### src/rtl/wb_master_ctrl_if.sv
// wb_master_ctrl_if: Wishbone B3 classic bus between one master and its slave side
interface wb_master_ctrl_if;
  logic [31:0] wb_adr_o;
  logic [31:0] wb_dat_o;
  logic [3:0]  wb_sel_o;
  logic        wb_we_o;
  logic        wb_cyc_o;
  logic        wb_stb_o;
  logic [31:0] wb_dat_i;
  logic        wb_ack_i;
  logic        wb_err_i;
  logic        wb_rty_i;
  modport master (
    output wb_adr_o, wb_dat_o, wb_sel_o, wb_we_o, wb_cyc_o, wb_stb_o,
    input  wb_dat_i, wb_ack_i, wb_err_i, wb_rty_i
  );
  modport slave (
    input  wb_adr_o, wb_dat_o, wb_sel_o, wb_we_o, wb_cyc_o, wb_stb_o,
    output wb_dat_i, wb_ack_i, wb_err_i, wb_rty_i
  );
endinterface

### src/rtl/wb_master_ctrl.sv
// wb_master_ctrl: single-transfer Wishbone B3 master with retry, error status and
// an optional REQ timeout enabled by WB_MASTER_TIMEOUT_EN.
module wb_master_ctrl #(
  parameter int RETRY_MAX = 3,
  parameter int TIMEOUT   = 256
) (
  input  logic                    wb_clk,
  input  logic                    wb_rst,
  input  logic                    start,
  input  logic [31:0]             address,
  input  logic [3:0]              selection,
  input  logic                    write,
  input  logic [31:0]             data_wr,
  output logic                    active,
  output logic                    done,
  output logic                    error,
  output logic [31:0]             data_rd,
  wb_master_ctrl_if.master        wb
);
  localparam int RW = RETRY_MAX > 0 ? $clog2(RETRY_MAX + 1) : 1;
  typedef enum logic [1:0] {IDLE, REQ, BACKOFF} state_t;
  state_t state, state_d;
  logic [RW-1:0] retry_cnt;
  logic accept, ack_ok, retry, fail, finish, tmo;
  logic cyc_d, we_d, error_d;
  logic [31:0] adr_d, dat_d, rd_d;
  logic [3:0] sel_d;
`ifdef WB_MASTER_TIMEOUT_EN
  localparam int TW = $clog2(TIMEOUT) > 8 ? $clog2(TIMEOUT) : 8;
  logic [TW-1:0] tmo_cnt;
  assign tmo = state == REQ && !(wb.wb_ack_i || wb.wb_err_i || wb.wb_rty_i) && tmo_cnt == TW'(TIMEOUT - 1);
  always_ff @(posedge wb_clk)
    if (wb_rst || (state_d == REQ && state != REQ)) tmo_cnt <= '0;
    else if (state == REQ) tmo_cnt <= tmo_cnt + 1'b1;
`else
  // no timeout in this build; TIMEOUT only keeps the parameter list uniform
  assign tmo = TIMEOUT < 0;
`endif
  always_comb begin
    accept = state == IDLE && start;
    ack_ok = state == REQ && !wb.wb_err_i && wb.wb_ack_i;
    retry  = state == REQ && !wb.wb_err_i && !wb.wb_ack_i && wb.wb_rty_i && retry_cnt < RW'(RETRY_MAX);
    fail   = state == REQ && (wb.wb_err_i || tmo ||
             (!wb.wb_ack_i && wb.wb_rty_i && retry_cnt >= RW'(RETRY_MAX)));
    finish = ack_ok || fail;
  end
  always_ff @(posedge wb_clk)
    state <= wb_rst ? IDLE : state_d;
  always_comb
    state_d = state == IDLE    ? (start ? REQ : IDLE) :
              state == BACKOFF ? REQ :
              finish           ? IDLE :
              retry            ? BACKOFF : REQ;
  always_ff @(posedge wb_clk)
    if (wb_rst || accept) retry_cnt <= '0;
    else if (retry) retry_cnt <= retry_cnt + 1'b1;
  // next values of the registered outputs; cyc/stb simply follow "next state is REQ"
  always_comb begin
    cyc_d   = state_d == REQ;
    we_d    = accept ? write : finish ? 1'b0 : wb.wb_we_o;
    adr_d   = accept ? address : wb.wb_adr_o;
    dat_d   = accept ? data_wr : wb.wb_dat_o;
    sel_d   = accept ? selection : wb.wb_sel_o;
    error_d = accept ? 1'b0 : finish ? fail : error;
    rd_d    = ack_ok && !wb.wb_we_o ? wb.wb_dat_i : data_rd;
  end
  always_ff @(posedge wb_clk)
    if (wb_rst) begin
      wb.wb_cyc_o <= 1'b0;
      wb.wb_stb_o <= 1'b0;
      wb.wb_we_o  <= 1'b0;
      wb.wb_adr_o <= '0;
      wb.wb_dat_o <= '0;
      wb.wb_sel_o <= '0;
      done        <= 1'b0;
      error       <= 1'b0;
      data_rd     <= '0;
    end else begin
      wb.wb_cyc_o <= cyc_d;
      wb.wb_stb_o <= cyc_d;
      wb.wb_we_o  <= we_d;
      wb.wb_adr_o <= adr_d;
      wb.wb_dat_o <= dat_d;
      wb.wb_sel_o <= sel_d;
      done        <= finish;
      error       <= error_d;
      data_rd     <= rd_d;
    end
  assign active = state != IDLE;
endmodule

### src/flat_wrapper.sv
// flat-port wrapper written by rule: the top's interface ports become plain ports
module wb_master_ctrl_flat 
#(
  parameter int RETRY_MAX = 3,
  parameter int TIMEOUT   = 256
)
  (wb_clk, wb_rst, start, address, selection, write, data_wr, active, done, error, data_rd, wb_wb_adr_o, wb_wb_dat_o, wb_wb_sel_o, wb_wb_we_o, wb_wb_cyc_o, wb_wb_stb_o, wb_wb_dat_i, wb_wb_ack_i, wb_wb_err_i, wb_wb_rty_i);
  wb_master_ctrl_if wb_i ();
  input  logic wb_clk;
  input  logic wb_rst;
  input  logic start;
  input  logic [31:0] address;
  input  logic [3:0] selection;
  input  logic write;
  input  logic [31:0] data_wr;
  output logic active;
  output logic done;
  output logic error;
  output logic [31:0] data_rd;
  output wire logic [$bits(wb_i.wb_adr_o)-1:0] wb_wb_adr_o;
  output wire logic [$bits(wb_i.wb_dat_o)-1:0] wb_wb_dat_o;
  output wire logic [$bits(wb_i.wb_sel_o)-1:0] wb_wb_sel_o;
  output wire logic [$bits(wb_i.wb_we_o)-1:0] wb_wb_we_o;
  output wire logic [$bits(wb_i.wb_cyc_o)-1:0] wb_wb_cyc_o;
  output wire logic [$bits(wb_i.wb_stb_o)-1:0] wb_wb_stb_o;
  input wire logic [$bits(wb_i.wb_dat_i)-1:0] wb_wb_dat_i;
  input wire logic [$bits(wb_i.wb_ack_i)-1:0] wb_wb_ack_i;
  input wire logic [$bits(wb_i.wb_err_i)-1:0] wb_wb_err_i;
  input wire logic [$bits(wb_i.wb_rty_i)-1:0] wb_wb_rty_i;
  assign wb_wb_adr_o = wb_i.wb_adr_o;
  assign wb_wb_dat_o = wb_i.wb_dat_o;
  assign wb_wb_sel_o = wb_i.wb_sel_o;
  assign wb_wb_we_o = wb_i.wb_we_o;
  assign wb_wb_cyc_o = wb_i.wb_cyc_o;
  assign wb_wb_stb_o = wb_i.wb_stb_o;
  assign wb_i.wb_dat_i = wb_wb_dat_i;
  assign wb_i.wb_ack_i = wb_wb_ack_i;
  assign wb_i.wb_err_i = wb_wb_err_i;
  assign wb_i.wb_rty_i = wb_wb_rty_i;
  wb_master_ctrl #(.RETRY_MAX(RETRY_MAX), .TIMEOUT(TIMEOUT)) u_core (.wb_clk(wb_clk), .wb_rst(wb_rst), .start(start), .address(address), .selection(selection), .write(write), .data_wr(data_wr), .active(active), .done(done), .error(error), .data_rd(data_rd), .wb(wb_i));
endmodule
### config.mk
export PLATFORM = sky130hd
export DESIGN_NAME = wb_master_ctrl_flat
export DESIGN_NICKNAME = d
export VERILOG_FILES = /design/src/rtl/wb_master_ctrl_if.sv /design/src/rtl/wb_master_ctrl.sv /design/src/flat_wrapper.sv
export SDC_FILE = /design/constraint.sdc
export NUM_CORES = 1
export LEC_CHECK = 0
export CAP_MARGIN = 15
export CORE_ASPECT_RATIO = 1.5
export CORE_MARGIN = 3
export CORE_UTILIZATION = 40
export CTS_CLUSTER_SIZE = 25
export DETAILED_ROUTE_END_ITERATION = 8
export PLACE_DENSITY_LB_ADDON = 0.3
export SYNTH_ARGS = -nofsm -noshare
export SYNTH_HDL_FRONTEND = slang
export SYNTH_SLANG_ARGS = --single-unit
### constraint.sdc
create_clock -name wb_clk -period 4.3 [get_ports wb_clk]
set_input_delay 0.645 -clock wb_clk [delete_from_list [all_inputs] [get_ports wb_clk]]
set_output_delay 0.645 -clock wb_clk [all_outputs]
set_load 0.02 [all_outputs]
# Word-level counts from Yosys, hierarchy flattened
# Index checks and enable logic that the tools add are counted.
dict set report totals {
  ff_bits 108
  input_bits 107
  wordCells 43
}
dict set report op_classes {
  addsub 1
  magnitude_cmp 2
  n_eq_ne 3
  n_mux 7
  n_reduce_logical 20
}
# cell count
set ops {}
lappend ops {{logical AND 1 bit} 10}
lappend ops {{2-to-1 mux 2 bit} 4}
lappend ops {{== test 2 x 1 -> 1 bit, second input constant} 2}
lappend ops {{nonzero test 2 bit} 2}
lappend ops {{logical NOT 1 bit} 3}
lappend ops {{logical OR 1 bit} 3}
lappend ops {{2-to-1 mux 1 bit} 3}
lappend ops {{adder 2 x 1 -> 2 bit, second input constant} 1}
lappend ops {{== test 2 bit, second input constant} 1}
lappend ops {{greater-or-equal comparator 2 bit, second input constant} 1}
lappend ops {{logical NOT 2 bit} 1}
lappend ops {{< comparator 2 bit, second input constant} 1}
lappend ops {{OR reduction 2 bit} 1}

# Depth between registers and ports, before layout
dict set report logic_depth {
  depth_word 10
  depth_mapped 5
}

# Worst setup path before layout
# No wires, ideal clock.
dict set report synth_path {
  kind {in2reg}
  start {in wb_wb_err_i}
  end {reg u_core.retry_cnt[0]}
  setup_ns 0.066
  t_arrival_ns 1.628
  required_time_ns 4.234
  slack_ns 2.606
  cell_stages 3
  n_path_buf 0
  cell_sequence {or4b_4 -> or3_1 -> a21oi_2}
}
dict set report synth_between {
  elab_chain_len 5
}
# item line_no
set synth_lines {}
lappend synth_lines {{start: declaration} flat_wrapper.sv:28} ;# input wire logic [$bits(wb_i.wb_err_i)-1:0] wb_wb_err_i;
lappend synth_lines {{logical NOT 1 bit} wb_master_ctrl.sv:42} ;# retry = state == REQ && !wb.wb_err_i && !wb.wb_ack_i && wb.wb_rty_i && retry_cnt < RW'(RETRY_MAX);
lappend synth_lines {{logical AND 1 bit (4 in a row)} wb_master_ctrl.sv:42}
lappend synth_lines {{end signal: assignment} wb_master_ctrl.sv:56} ;# else if (retry) retry_cnt <= retry_cnt + 1'b1;
lappend synth_lines {{end: declaration} wb_master_ctrl.sv:23} ;# logic [RW-1:0] retry_cnt;
# Every way passes these cells.
# A chain may end at the register's enable or synchronous reset.

# Worst setup path after layout
dict set report layout_path {
  start {in start}
  end {reg u_core.retry_cnt[1]}
}
dict set report layout_between {
  elab_chain_len 2
}
# item line_no
set layout_lines {}
lappend layout_lines {{start: declaration} flat_wrapper.sv:11} ;# input logic start;
lappend layout_lines {{logical AND 1 bit} wb_master_ctrl.sv:40} ;# accept = state == IDLE && start;
lappend layout_lines {{logical OR 1 bit} wb_master_ctrl.sv:55} ;# if (wb_rst || accept) retry_cnt <= '0;
# Every way passes these cells.

==> qor.yml <==
run_status: "finished clean"
io_buffers: 212
met3_usage: 0.0531
min_period_ns: 2.27
dieWidth_um: 88.7
vias: 3837
placed_wire_length_estimate_um: 8320
postLayoutCellArea_um2: 6590
final_max_slew_viol_count: 0
drt_wl_total_um: 11600
drt-vias-per-instance: 4.88
worst_hold_path_type: "reg2reg"
synth_top_flop_cell: "dfxtp_1"
final_layout_size_suffix_gt1_frac: 0.0432
first_global_vias: 3706
worstPathBufferInverterCount: 2
seq_area_frac_synth: 0.527
setup_viol_count_final: 0
post-place-cells: 769
crit_path_max_incr_delay_ns: 0.73
finalPower_mw: 2.30
dpl_worst_slack_ns: 1.59
fp.dieArea_um2: 11500
ioPinCount: 213
route.detailed.wl_per_inst_um: 14.8
cts_resized: 0
crit_path_end_kind: "register"
grt-busiest-layer: "met2"
cts_made_buffers: 9
synth-async-reset-ratio: 0
post-synth-top-area-fraction: 0.527
height_of_the_die_um: 130
post-route-worst-setup-slack_ns: 2.03
clock_path_buffers: 2
worst_pin_slew_ns: 0.586
nNetsFinal: 775
max_cap_viol_count: 0
syn_inst: 473
final.fill_count: 796
cts_hold_repair.buffers: 0
cts.reportedPaths.clkPinSlew_ns: 0.07
syn_area_um2: 4100
met2_usage: 0.357
core-area_um2: 9850
route.antenna.remaining_nets: 0
syn_avg_cell_area_um2: 8.68
critical_path.max_fanout: 46
crit_required_ns: 4.53
global_route.overflow_total: 0
dr.pass1.iters: 4
instances_no_fill: 787
synthMostInstantiatedCell: "nand2_1"
grt_first_pass_wirelength_um: 17800
relSlewSlack: 0.609
drt_first_iter_violations: 134
yosys-top-cells-area: "dfxtp_1 53%, nand2_1 13%, nand2b_1 10%"
remaining_drc_errors: 0
power.static_leakage_nw: 2.38
finalHoldViolations: 0
postCtsSetupRepairBufs: 0
synth-edff-count: 0
cts_root_buffer: "clkbuf_16"
grt_setup_unrepaired: "false"
cts_num_sinks: 108
synth_seq_cells: 108
gp_congestion: 0.743
maximum_number_of_pins_on_one_net_before_global_route_repair: 141
worst-endpoint-arrival_ns: 2.50
family_with_the_most_delay_on_the_worst_path: "simple AND/OR/NAND/NOR gates"
areaGrowthSynthToFinish_pct: 60.6
clock-skew-final_ns: 0.00551
h-tree-depth: 3
finalCritPeriodShare: 0.527
clock_insertion_delay_worst_skew_ns: 0.34
start_kind: "primary input"
antenna_violations_before_repair: 0
placed_area_um2: 6250
timing.fmax_ghz: 0.441
power.density_cell_area_nw_per_um2: 349
crit_path_top_delay_cell: "or3b_2"
synth.yosys.warnings: 0
synth.lib_cells_used.distinct: 26
ir_drop_uv: 213
cell_types_with_the_highest_counts_after_synthesis: "137 x nand2_1, 108 x dfxtp_1, 72 x a21oi_1, 66 x nand2b_1, 32 x mux2i_1"
num_rows: 44
initial_utilization: 0.416
tritoncts: "built"
setup-tns-final_ns: 0
grt_use_met1: 0.215
grt_usage: 0.197
yosysTopAreaCell: "dfxtp_1"
antenna-diode-count: 0
worstSetupPathType: "in2reg"
mappedNetlistNets: 581
crit_path_cell_trace: "clkdlybuf4s50_1, or3b_2, buf_4, nand2b_1, a21oi_1"
worst register-to-register path: stages, from the launching register on:
cell and delay (ns):
dfxtp_1 0.49, or3b_2 0.56, buf_4 0.52, nand2b_1 0.18, a21oi_1 0.13
through the flow:
step / util / hold slack (ns)
4_1_cts: 0.664 / 0.456
3_5_place_dp: 0.634 / 0.446
5_1_grt: 0.669 / 0.474
3_3_place_gp: 0.634 / 0.441
2_1_floorplan: - / 0.457
6_report: 0.669 / 0.454
cell type report:
cell class / count / area [um^2] / share of cell area
Tap cell: 115 / 144 / 0.0218
Multi-Input combinational cell: 328 / 1790 / 0.271
Clock buffer: 12 / 267 / 0.0404
Inverter: 3 / 11.3 / 0.00171
Timing Repair Buffer: 217 / 2190 / 0.332
Clock inverter: 4 / 31.3 / 0.00475
Sequential cell: 108 / 2160 / 0.328
metal layers:
metal,share of wire,routed length [um]
met5,0,0
met4,0.022,260
met3,0.078,909
met2,0.52,6080
met1,0.38,4400
worst paths after layout:
check | start | end | slack (ns) | cells after the start
min reg2reg | u_core.wb.wb_dat_o[2] | u_core.wb.wb_dat_o[2] | 0.45 | 2
min | u_core.wb.wb_dat_o[2] | u_core.wb.wb_dat_o[2] | 0.45 | 2
max reg2reg | u_core.state[0] | u_core.retry_cnt[1] | 2.35 | 4
max | start | u_core.retry_cnt[1] | 2.03 | 5
kinds of logic after synthesis:
family / Yosys count / share of synthesized area
multiplexers: 32 / 0.0780
buffers and inverters: 37 / 0.0405
adder cells (fa/ha/maj): 1 / 0.00305
AND/OR/NAND/NOR: 214 / 0.249
flip-flops: 108 / 0.527
AO/OA/AOI/OAI: 81 / 0.102
where the power goes:
part	switching, mW	total, mW	leakage, nW	internal (mW)
clock	0.362	0.806	0.149	0.444
sequential	0.0274	1.08	0.883	1.05
combinational	0.196	0.417	1.35	0.222
flip-flops by register name, summed over array words and instances, names as in the netlist:
register / count
u_core.wb.wb_adr_o: 32
u_core.wb.wb_sel_o: 4
u_core.retry_cnt: 2
u_core.wb.wb_dat_o: 32
u_core.wb.wb_we_o: 1
u_core.state: 2
u_core.done: 1
u_core.error: 1
u_core.data_rd: 32
u_core.wb.wb_cyc_o: 1
cell usage in the layout (no fill, tap or decap), types with 3 or more instances in the layout:
cell	netlist	layout
clkdlybuf4s50_1	0	211
nand2_1	137	137
dfxtp_1	108	108
a21oi_1	72	72
nand2b_1	66	66
mux2i_1	32	32
clkbuf_16	0	9
buf_4	4	4
o21ai_0	3	3
inv_1	3	3
clkbuf_8	0	3
Note: power is estimated with default switching activity, not from simulation.
